$ cat config.mk
export PLATFORM = sky130hd
export DESIGN_NAME = univ_shift_reg
export DESIGN_NICKNAME = d
export VERILOG_FILES = /design/src/rtl/univ_shift_reg.sv
export SDC_FILE = /design/constraint.sdc
export NUM_CORES = 1
export LEC_CHECK = 0
export ABC_AREA = 1
export BUFFER_PORTS_ARGS = -buffer_cell sky130_fd_sc_hd__buf_4
export CAP_MARGIN = 20
export CORE_MARGIN = 3
export CORE_UTILIZATION = 55
export CTS_BUF_LIST = sky130_fd_sc_hd__clkbuf_8 sky130_fd_sc_hd__clkbuf_16
export DETAILED_ROUTE_END_ITERATION = 16
export GPL_ROUTABILITY_DRIVEN = 0
export PLACE_DENSITY = 0.84
export SYNTH_ARGS = -nofsm -noshare
export SYNTH_HDL_FRONTEND = slang
export SYNTH_SLANG_ARGS = --single-unit
$ cat constraint.sdc
create_clock -name clk -period 3.4 [get_ports clk]
set_clock_uncertainty 0.05 [all_clocks]
set_input_delay 0.68 -clock clk [delete_from_list [all_inputs] [get_ports clk]]
set_output_delay 0.68 -clock clk [all_outputs]
set_load 0.005 [all_outputs]
$ cat src/rtl/univ_shift_reg.sv
// Universal WIDTH-bit shift register: load, shift, rotate and arithmetic shift with serial I/O.
// A saturating shift counter pulses word_done once a full word has moved since the last load.
module univ_shift_reg #(
  parameter int unsigned             WIDTH       = 8,
  parameter logic [WIDTH-1:0]        RESET_VALUE = '0,
  parameter int unsigned             CNT_W       = $clog2(WIDTH + 1)
) (
  input  logic             clk,
  input  logic             reset,
  input  logic             en,
  input  logic             clr,
  input  logic [2:0]       mode,
  input  logic [WIDTH-1:0] d,
  input  logic             sin_l,
  input  logic             sin_r,
  output logic [WIDTH-1:0] q,
  output logic             sout_l,
  output logic             sout_r,
  output logic [CNT_W-1:0] shift_cnt,
  output logic             word_done
);

  localparam logic [2:0] ModeHold = 3'b000;
  localparam logic [2:0] ModeLoad = 3'b001;
  localparam logic [2:0] ModeShl  = 3'b010;
  localparam logic [2:0] ModeShr  = 3'b011;
  localparam logic [2:0] ModeRol  = 3'b100;
  localparam logic [2:0] ModeRor  = 3'b101;
  localparam logic [2:0] ModeAsr  = 3'b110;

  localparam logic [CNT_W-1:0] CntMax = CNT_W'(WIDTH);

  logic [WIDTH-1:0] q_q, q_d;
  logic [CNT_W-1:0] cnt_q, cnt_d;
  logic             done_q, done_d;
  logic             shifting;

  always_comb begin
    q_d      = q_q;
    cnt_d    = cnt_q;
    done_d   = 1'b0;
    shifting = 1'b0;
    if (clr) begin
      q_d   = RESET_VALUE;
      cnt_d = '0;
    end else if (en) begin
      case (mode)
        ModeHold: q_d = q_q;
        ModeLoad: begin
          q_d   = d;
          cnt_d = '0;
        end
        ModeShl: begin
          q_d      = {q_q[WIDTH-2:0], sin_r};
          shifting = 1'b1;
        end
        ModeShr: begin
          q_d      = {sin_l, q_q[WIDTH-1:1]};
          shifting = 1'b1;
        end
        ModeRol: begin
          q_d      = {q_q[WIDTH-2:0], q_q[WIDTH-1]};
          shifting = 1'b1;
        end
        ModeRor: begin
          q_d      = {q_q[0], q_q[WIDTH-1:1]};
          shifting = 1'b1;
        end
        ModeAsr: begin
          q_d      = {q_q[WIDTH-1], q_q[WIDTH-1:1]};
          shifting = 1'b1;
        end
        default: q_d = q_q;
      endcase
      // Counter saturates at WIDTH; the pulse fires only on the WIDTH-1 -> WIDTH step.
      if (shifting && (cnt_q != CntMax)) begin
        cnt_d  = cnt_q + 1'b1;
        done_d = (cnt_q == CntMax - 1'b1);
      end
    end
  end

  always_ff @(posedge clk or posedge reset) begin
    if (reset) begin
      q_q    <= RESET_VALUE;
      cnt_q  <= '0;
      done_q <= 1'b0;
    end else begin
      q_q    <= q_d;
      cnt_q  <= cnt_d;
      done_q <= done_d;
    end
  end

  assign q         = q_q;
  assign sout_l    = q_q[WIDTH-1];
  assign sout_r    = q_q[0];
  assign shift_cnt = cnt_q;
  assign word_done = done_q;

endmodule
==> results of run 1 <==
[power by group through the flow]
stage | logic (W) | registers [W] | clock network (W)
floorplan | 0.0000694 | 0.000186 | 0
global placement | 0.000116 | 0.000189 | 0
detailed placement | 0.000118 | 0.000190 | 0
CTS | 0.000121 | 0.000187 | 0.000136
global route | 0.000133 | 0.000191 | 0.000150
finish | 0.000120 | 0.000188 | 0.000134
[layout by cell type (no fill, tap or decap), drive strengths merged]
cell and instances:
a21oi 2, buf 31, clkbuf 3, dfrtp 13, ha 2, inv 16, nand2 76, nand3 30
nand3b 1, nand4 2, nor2 17, nor3 1, o21ai 9, xor2 2
[path summary, 6_finish.rpt]
kind / cells after the start / start / end
worst max-delay path: 8 / mode[2] / q[0]
max in group asynchronous: 2 / reset / shift_cnt[2]
worst min register to register: 2 / q[0] / q[0]
worst min-delay path: 2 / reset / q[0]
min in group clk: 2 / q[0] / q[0]
worst max register to register: 6 / shift_cnt[0] / shift_cnt[0]
[area by class of cell]
class,instances,area share [%]
well taps,25,2.308
repair buffers,31,17.17
clock buffers,3,3.047
inverters,15,4.155
multi-input cells,142,49.03
flip-flops and latches,13,24.01
clock inverters,1,0.2770
[flip-flops by register name, summed over array words and instances, names as in the netlist]
register,flops
shift_cnt,4
word_done,1
q,8
[per-layer routing]
metal	share of wire (%)	global-route usage (%)	routed length, microns	vias to the layer above
met5	0	0	0	-
met4	1.2	8.295	36	0
met3	6.6	2.967	196	5
met2	49	41.74	1444	54
met1	43	34.59	1270	542
li1	-	-	-	615
[stage by stage]
stage                     worst slack (ps)  util (%)
after floorplan                       1832         -
after global placement                1572     73.47
final                                 1706     76.00
after CTS                             1727     76.00
after global routing                  1601     76.00
after detailed placement              1524     73.47
[logic make-up after synthesis]
logic type | after synthesis | share of synthesized area, %
AOI/OAI and AO/OA | 11 | 5.104
and+or+nand+nor | 127 | 52.55
buffers and inverters | 20 | 8.236
adders and majority gates | 2 | 2.320
DFF | 13 | 30.16
xor gates and xnor gates | 2 | 1.624
==> reports/results.ini, run 1 <==
[layout]
seq_area_sq_um=325.3
multi_input_area_sq_um=664.4
layout.nets=225
n_antenna_cell=0
fin_area_sq_um=1355
final_cells=230
area_growth_pct=25.64
filler_cell_count=158
drive_above_1_share_pct=23.90

[timing]
fin_crit_sh_pct=49.83
setup_violations=0
hold_ws_ps=421.8
slew_violations=0
rsz0062_at_grt=no
worst_pin_slew_ps=523.9
relSlewSlack_pct=65.03
hold_viol_final=0
fin_crit_ps=1694
tns_ps=0
max_freq_mhz=590.3

[critical_path]
max_stage_delay_ps=370
arrival_ps=1830
required_ps=3540
reg2reg_slack_ps=1960
cp_top_family=simple AND/OR/NAND/NOR gates
path_max_fanout=20
cpMostUsedCell=nand2_1
cp-end-kind=flip-flop
critPathBufInv=2
crit_chain=buf_4 -> inv_1 -> nand2_1 -> nor2_1 -> nand2_1 -> nand3_1 -> nand2_1 -> nand2_1
crit_slowest_cell=nor2_1
critPathKind=input port to flip-flop
startpoint_type=input port

[floorplan]
die_x_microns=50.28
design.portCount=32
coreArea_sq_um=1783
rows=15
die_area_sq_um=2528
dieHeight_microns=50.28
start_util_pct=60.49

[grt]
grt.total_usage_pct=25.44
grt.overflow.total=0
grt_max_degree=21
grt_pass1_vias=1125
grt_pass1_wl_microns=4968
antenna_found_initial=0

[logic_synthesis]
synthArstFlopShare_pct=100.0
syn_area_per_cell_sq_um=6.163
synth_enable_flop_cells=0
syn-num-nets=194
synthTopCellsByCount=71 x nand2_1, 29 x nand3_1, 13 x dfrtp_1
yosys_register_bits=13
synth_top_area_cell=dfrtp_1
synth_cell_type_count=21
netlist_top_cells_area=dfrtp_1 30%, nand2_1 25%, nand3_1 13%
synthCells=175
synth.top_cell.area_share_pct=30.16
syn-cell-area_sq_um=1079
synthFlopType=dfrtp_1
yosysWarnings=0
synth_most_common_cell=nand2_1
ys_seq_area_share_pct=30.16

[clocking]
cts_setup_buffers=0
clk_latency_ps=240
htreeDepth=1
clock_sinks=13
postCtsHoldBufs=0
cts_tree=done
numCtsBuffers=3
cts_max_path_buffers=2
clk_pin_slew_ps=60
cts.repair.resized=0
cts-root-buf=clkbuf_8

[pwr]
p_comb_share_pct=27.2
finalPower_w=0.0004425
power_frac_seq_pct=42.6
p_int_w=0.0002995
powerDensity_nw_per_um2=326.5
ir_worst_vdd_mv=0.3125
clkPwrFrac_pct=30.2
p_leak_nw=0.7676
switchingPower_w=0.0001429
switching_share_pct=32.31

[run_status]
status=complete, no violations

[placed_design]
place_area_sq_um=1310
dp_hpwl_microns=2160
port_buffers=31
dp_cells=226

[routing]
wirelength_microns=2948
remaining_drc_errors=0
drt_iter0_markers=46
vias=1216
viasPerCell=5.287
antenna_left=0
first_pass_iters=4
routedWlPerCell_microns=12.82

[worst_hold_path]
hold_path.class=input port to async pin

[job]
max_cap_violations=0

Power figures use the tool's default switching activity.
==> inputs of run 2 (changes only) <==
Settings changed: CORE_UTILIZATION 55 to 51, PLACE_DENSITY 0.84 to 0.79.
Clock period 3.4 ns to 1.7 ns, I/O delays scaled along.
==> run 2 against run 1 <==
Against the previous run: cell count up 1.3%; flip-flop and latch count is the same; hold slack worse by 330 ps; via count shrank 0.25%; global-route usage shrank 2.1 points; count of clock-buffer cells in the layout did not move; design area increased by 0.74%; largest cell class unchanged; wire length down 1.6%; worst setup slack got worse by 1400 ps.
==> reports/results.ini, run 2 (synthesis results as in run 1) <==
[placed_design]
port_buffers=31  ; unchanged
place_area_sq_um=1320  ; +0.76%
post-place-ws_ps=175.5  ; -1348 ps
dp_hpwl_microns=2273  ; +5.2%

[grt]
grt_max_degree=21  ; unchanged
antenna_found_initial=0  ; unchanged
grt.total_usage_pct=23.37  ; -2.1 points
grt_pass1_vias=1041  ; -7.5%
grt.overflow.total=0  ; unchanged
grt_pass1_wl_microns=4726  ; -4.9%

[clocking]
cts_setup_buffers=0  ; unchanged
htreeDepth=1  ; unchanged
cts.repair.resized=0  ; unchanged
clock_sinks=13  ; unchanged
cts_tree=done
cts_max_path_buffers=2  ; unchanged
cts-root-buf=clkbuf_8
clk_latency_ps=240  ; about the same
postCtsHoldBufs=0  ; unchanged
numCtsBuffers=3  ; unchanged
clk_pin_slew_ps=60  ; about the same

[critical_path]
crit_slowest_cell=dfrtp_1
startpoint_type=flip-flop
max_stage_delay_ps=400  ; +30 ps
crit_chain=inv_1 -> ha_1 -> nand2_1 -> nand2_2 -> inv_2 -> nand2_1 -> nor2_2 -> nand2_1 -> o21ai_0
path_max_fanout=4  ; -80%
required_ps=1810  ; -1730 ps
critPathKind=flip-flop to flip-flop
arrival_ps=1490  ; -340 ps
cpMostUsedCell=nand2_1
cp-end-kind=flip-flop

[timing]
relSlewSlack_pct=64.83  ; -0.20 points
fin_crit_ps=1384
tns_ps=0  ; unchanged
slew_violations=0  ; unchanged
worst_pin_slew_ps=526.9  ; +3.022 ps
fin_crit_sh_pct=81.40
layout_setup_ws_ps=316.3  ; -1390 ps
setup_violations=0  ; unchanged
rsz0062_at_grt=no
max_freq_mhz=722.7
hold_ws_ps=86.81  ; -335.0 ps
hold_viol_final=0  ; unchanged

[layout]
final_common_cell=nand2_1
area_growth_pct=26.57
layout.nets=226  ; +0.44%
n_antenna_cell=0  ; unchanged
filler_cell_count=170  ; +7.6%
seq_area_sq_um=325.3  ; unchanged
final_cell_mix=71 x nand2_1, 32 x buf_4, 29 x nand3_1, 13 x inv_1, 13 x dfrtp_1
multi_input_area_sq_um=664.4  ; unchanged
largest_reg_flops=8  ; unchanged
fin_area_sq_um=1365  ; +0.74%
drive_above_1_share_pct=24.27  ; +0.37 points

[routing]
antenna_left=0  ; unchanged
viasPerCell=5.206  ; -1.5%
vias=1213  ; -0.25%
routedWlPerCell_microns=12.45  ; -2.9%
wirelength_microns=2901  ; -1.6%
first_pass_iters=4  ; unchanged
remaining_drc_errors=0  ; unchanged
drt_iter0_markers=44  ; -4.3%

[floorplan]
die_area_sq_um=2702  ; +6.9%
design.portCount=32  ; unchanged
start_util_pct=54.42  ; -6.1 points
coreArea_sq_um=1982  ; +11%
dieHeight_microns=51.99  ; +3.4%
die_x_microns=51.99  ; +3.4%
rows=16  ; +1

[pwr]
powerDensity_nw_per_um2=649.6  ; +99%
ir_worst_vdd_mv=0.5573  ; +78%
p_leak_nw=0.7728  ; +0.69%

[job]
max_cap_violations=0  ; unchanged

[worst_hold_path]
hold_path.class=input port to async pin

[run_status]
status=complete, no violations

## run 2: cell count changes in the layout (fill, tap and decap cells not counted)
cell   previous run  this run
buf_4            31        32
## run 2: power by group
part,switching (W),total [W],internal (W)
Clock,0.000112,0.000272,0.000159
Combinational,0.000133,0.000240,0.000107
Sequential,0.0000423,0.000376,0.000333
Total,0.000287,0.000887,0.000599
## run 2: through the flow
stage / util, % / std cells / power [W]
2_1_floorplan: - / 175 / 0.0005099
3_3_place_gp: 66.60 / 229 / 0.0006120
3_5_place_dp: 66.60 / 229 / 0.0006183
4_1_cts: 68.88 / 233 / 0.0008929
5_1_grt: 68.88 / 233 / 0.0009414
6_report: 68.88 / 233 / 0.0008867
## run 2: area by class of cell
cell class	instances	area share, %
clock buffers	3	3.025
flip-flops and latches	13	23.83
repair buffers	32	17.60
multi-input cells	142	48.67
inverters	15	4.125
well taps	27	2.475
clock inverters	1	0.2750
## run 2: metal layers
layer	track usage, %	wire length, microns	part of all wire [%]	vias up
met2	36.19	1340	46	54
met4	5.240	14	0.48	0
li1	-	-	-	617
met5	0	0	0	-
met3	3.152	236	8.1	2
met1	34.23	1309	45	540
## run 2: worst max-delay path: cells and delay by family, from the launching register on
kind,cells,cell delay [ps]
compound gates,1,80
fa+ha+maj,1,200
buf+inv,2,170
flops,1,400
simple gates,5,400
## run 2: final timing paths
| path | cells past startpoint | start | endpoint | slack [ps] |
|---|---|---|---|---|
| worst max-delay path | 9 | shift_cnt[0] | shift_cnt[1] | 320 |
| worst min-delay path | 2 | reset | word_done | 90 |
| worst max register to register | 9 | shift_cnt[0] | shift_cnt[1] | 320 |
| worst min register to register | 2 | q[0] | q[0] | 560 |
| max in group asynchronous | 2 | reset | q[4] | 1160 |
| min in group clk | 3 | en | shift_cnt[0] | 340 |
==> inputs of run 3 (changes only) <==
Clock period 1.7 ns to 1.5 ns, I/O delays scaled along.
==> run 3 against run 2 <==
Against the previous run: worst setup slack got worse by 160 ps; combinational power increased by 18%; highest routed layer unchanged; via count increased by 0.58%.
==> reports/results.ini, run 3 (synthesis results as in run 1) <==
[run_status]
status=complete, no violations

[critical_path]
startpoint_type=flip-flop
r2r_cells=9  ; unchanged
crit_chain=inv_1 -> ha_1 -> nand2_1 -> nand2_2 -> inv_2 -> nand2_1 -> nor2_2 -> nand2_1 -> o21ai_0
max_stage_delay_ps=380  ; -20 ps
cpMostUsedCell=nand2_1
cp-end-kind=flip-flop
required_ps=1610  ; -200 ps
arrival_ps=1450  ; -40 ps
path_max_fanout=4  ; unchanged
cp_top_family=simple AND/OR/NAND/NOR gates
critPathBufInv=2  ; unchanged
crit_slowest_cell=dfrtp_1
worstReg2RegEnd=shift_cnt[1]
reg2reg_slack_ps=160  ; -160 ps
critPathKind=flip-flop to flip-flop
timing.rr.start=shift_cnt[1]

[routing]
routedWlPerCell_microns=12.53  ; +0.62%
antenna_left=0  ; unchanged
drt_iter0_markers=23  ; -48%
viasPerCell=5.191  ; -0.28%
wirelength_microns=2944  ; +1.5%
vias=1220  ; +0.58%
remaining_drc_errors=0  ; unchanged
first_pass_iters=4  ; unchanged

[clocking]
cts-root-buf=clkbuf_8
cts_max_path_buffers=2  ; unchanged
cts_tree=done
numCtsBuffers=3  ; unchanged
clock_sinks=13  ; unchanged
htreeDepth=1  ; unchanged
clk_latency_ps=240  ; about the same
postCtsHoldBufs=0  ; unchanged
clk_pin_slew_ps=50  ; about the same

[grt]
grt_pass1_vias=1074  ; +3.2%
top_usage_layer=met2
use_met1_pct=33.21  ; -1.0 points
grt_max_degree=15  ; -29%
grt.total_usage_pct=23.93  ; +0.56 points
grt_pass1_wl_microns=4843  ; +2.5%
antenna_found_initial=0  ; unchanged
grt.overflow.total=0  ; unchanged
use_met3_pct=2.579  ; -0.57 points
grt_util_met2_pct=37.24  ; +1.0 points

[timing]
hold_viol_final=0  ; unchanged
max_freq_mhz=746.1  ; +3.2%
relSlewSlack_pct=67.23  ; +2.4 points
setup_violations=0  ; unchanged
fin_crit_sh_pct=89.36  ; +8.0 points
worst_pin_slew_ps=491.0  ; -35.98 ps
slew_violations=0  ; unchanged
rsz0062_at_grt=no
tns_ps=0  ; unchanged
fin_crit_ps=1340  ; -43.38 ps

[layout]
final_cell_mix=71 x nand2_1, 34 x buf_4, 29 x nand3_1, 13 x inv_1, 13 x dfrtp_1
filler_cell_count=163  ; -4.1%
layout.nets=228  ; +0.88%
n_antenna_cell=0  ; unchanged
largest_reg_flops=8  ; unchanged
drive_above_1_share_pct=25.48  ; +1.2 points
final_common_cell=nand2_1
area_growth_pct=28.31
final_cells=235  ; +0.86%

[pwr]
ir_worst_vdd_mv=0.5493  ; -1.4%
p_leak_nw=0.7833  ; +1.4%
powerDensity_nw_per_um2=727.2  ; +12%

[job]
max_cap_violations=0  ; unchanged

[floorplan]
design.portCount=32  ; unchanged
rows=16  ; unchanged
die_x_microns=51.99  ; unchanged
coreArea_sq_um=1982  ; unchanged
start_util_pct=54.42  ; unchanged
dieHeight_microns=51.99  ; unchanged
die_area_sq_um=2702  ; unchanged

[placed_design]
dp_cells=230  ; +0.44%
dp_hpwl_microns=2280  ; +0.29%
port_buffers=31  ; unchanged

[worst_hold_path]
hold_path.class=input port to async pin

[run 3: changes by cell type in the layout (fill, tap and decap cells not counted)]
cell / before / now
a21oi_1: 2 / 1
a21oi_2: 0 / 1
buf_4: 32 / 34
[run 3: how the worst max path moves through the flow]
stage | cells past startpoint | slack (ps) | startpoint | endpoint
finish | 9 | 160 | shift_cnt[1] | shift_cnt[1]
global route | 9 | 50 | shift_cnt[0] | shift_cnt[1]
CTS | 6 | 50 | shift_cnt[0] | shift_cnt[0]
detailed placement | 9 | 90 | mode[2] | q[0]
global placement | 7 | 140 | mode[1] | shift_cnt[3]
floorplan | 9 | 300 | shift_cnt[0] | shift_cnt[1]
[run 3: where the power goes]
| group | total [W] | leakage, nW | internal, W | switching, W |
|---|---|---|---|---|
| clock network | 0.000299 | 0.0269 | 0.000180 | 0.000119 |
| registers | 0.000424 | 0.176 | 0.000378 | 0.0000458 |
| logic | 0.000284 | 0.581 | 0.000127 | 0.000156 |
| total | 0.00101 | 0.783 | 0.000685 | 0.000321 |
[run 3: area by class of cell]
cell class                 instances  area [sq um]  area share [%]
multi-input combinational        142         668.1           48.28
tap                               27         33.78           2.441
clock buffer                       3         41.29           2.984
clock inverter                     1         3.754          0.2712
timing repair buffer              34         255.2           18.44
inverter                          15         56.30           4.069
sequential                        13         325.3           23.51
[run 3: worst reg2reg max path: stages, from the launching register on]
cell and delay (ps):
dfrtp_1 380, inv_1 80, ha_1 180, nand2_1 80
nand2_2 70, inv_2 80, nand2_1 80, nor2_2 120
nand2_1 60, o21ai_0 70
[run 3: timing repair]
action / 4_1_cts / 5_1_grt
resized for setup: 0 / 1
setup buffers: 0 / 1
endpoints found under the setup margin: 0 / 3
[run 3: routing by layer]
metal	vias up	routed length, microns	share of wire (%)
li1	623	-	-
met1	544	1304	44
met2	46	1380	47
met3	7	208	7.1
met4	0	51	1.7
met5	-	0	0
[run 3: metrics by stage]
| stage | util, % | power [W] | setup WS [ps] | cell area [sq um] | hold WS [ps] |
|---|---|---|---|---|---|
| 3_5_place_dp | 66.98 | 0.0007029 | 88.82 | 1328 | 306.4 |
| 5_1_grt | 69.82 | 0.001064 | 52.37 | 1384 | 78.20 |
| 6_report | 69.82 | 0.001006 | 159.7 | 1384 | 33.48 |
| 4_1_cts | 69.26 | 0.001002 | 48.37 | 1373 | 49.05 |
| 3_3_place_gp | 66.98 | 0.0006945 | 138.9 | 1328 | 309.5 |
| 2_1_floorplan | - | 0.0005779 | 295.8 | 1079 | 127.0 |
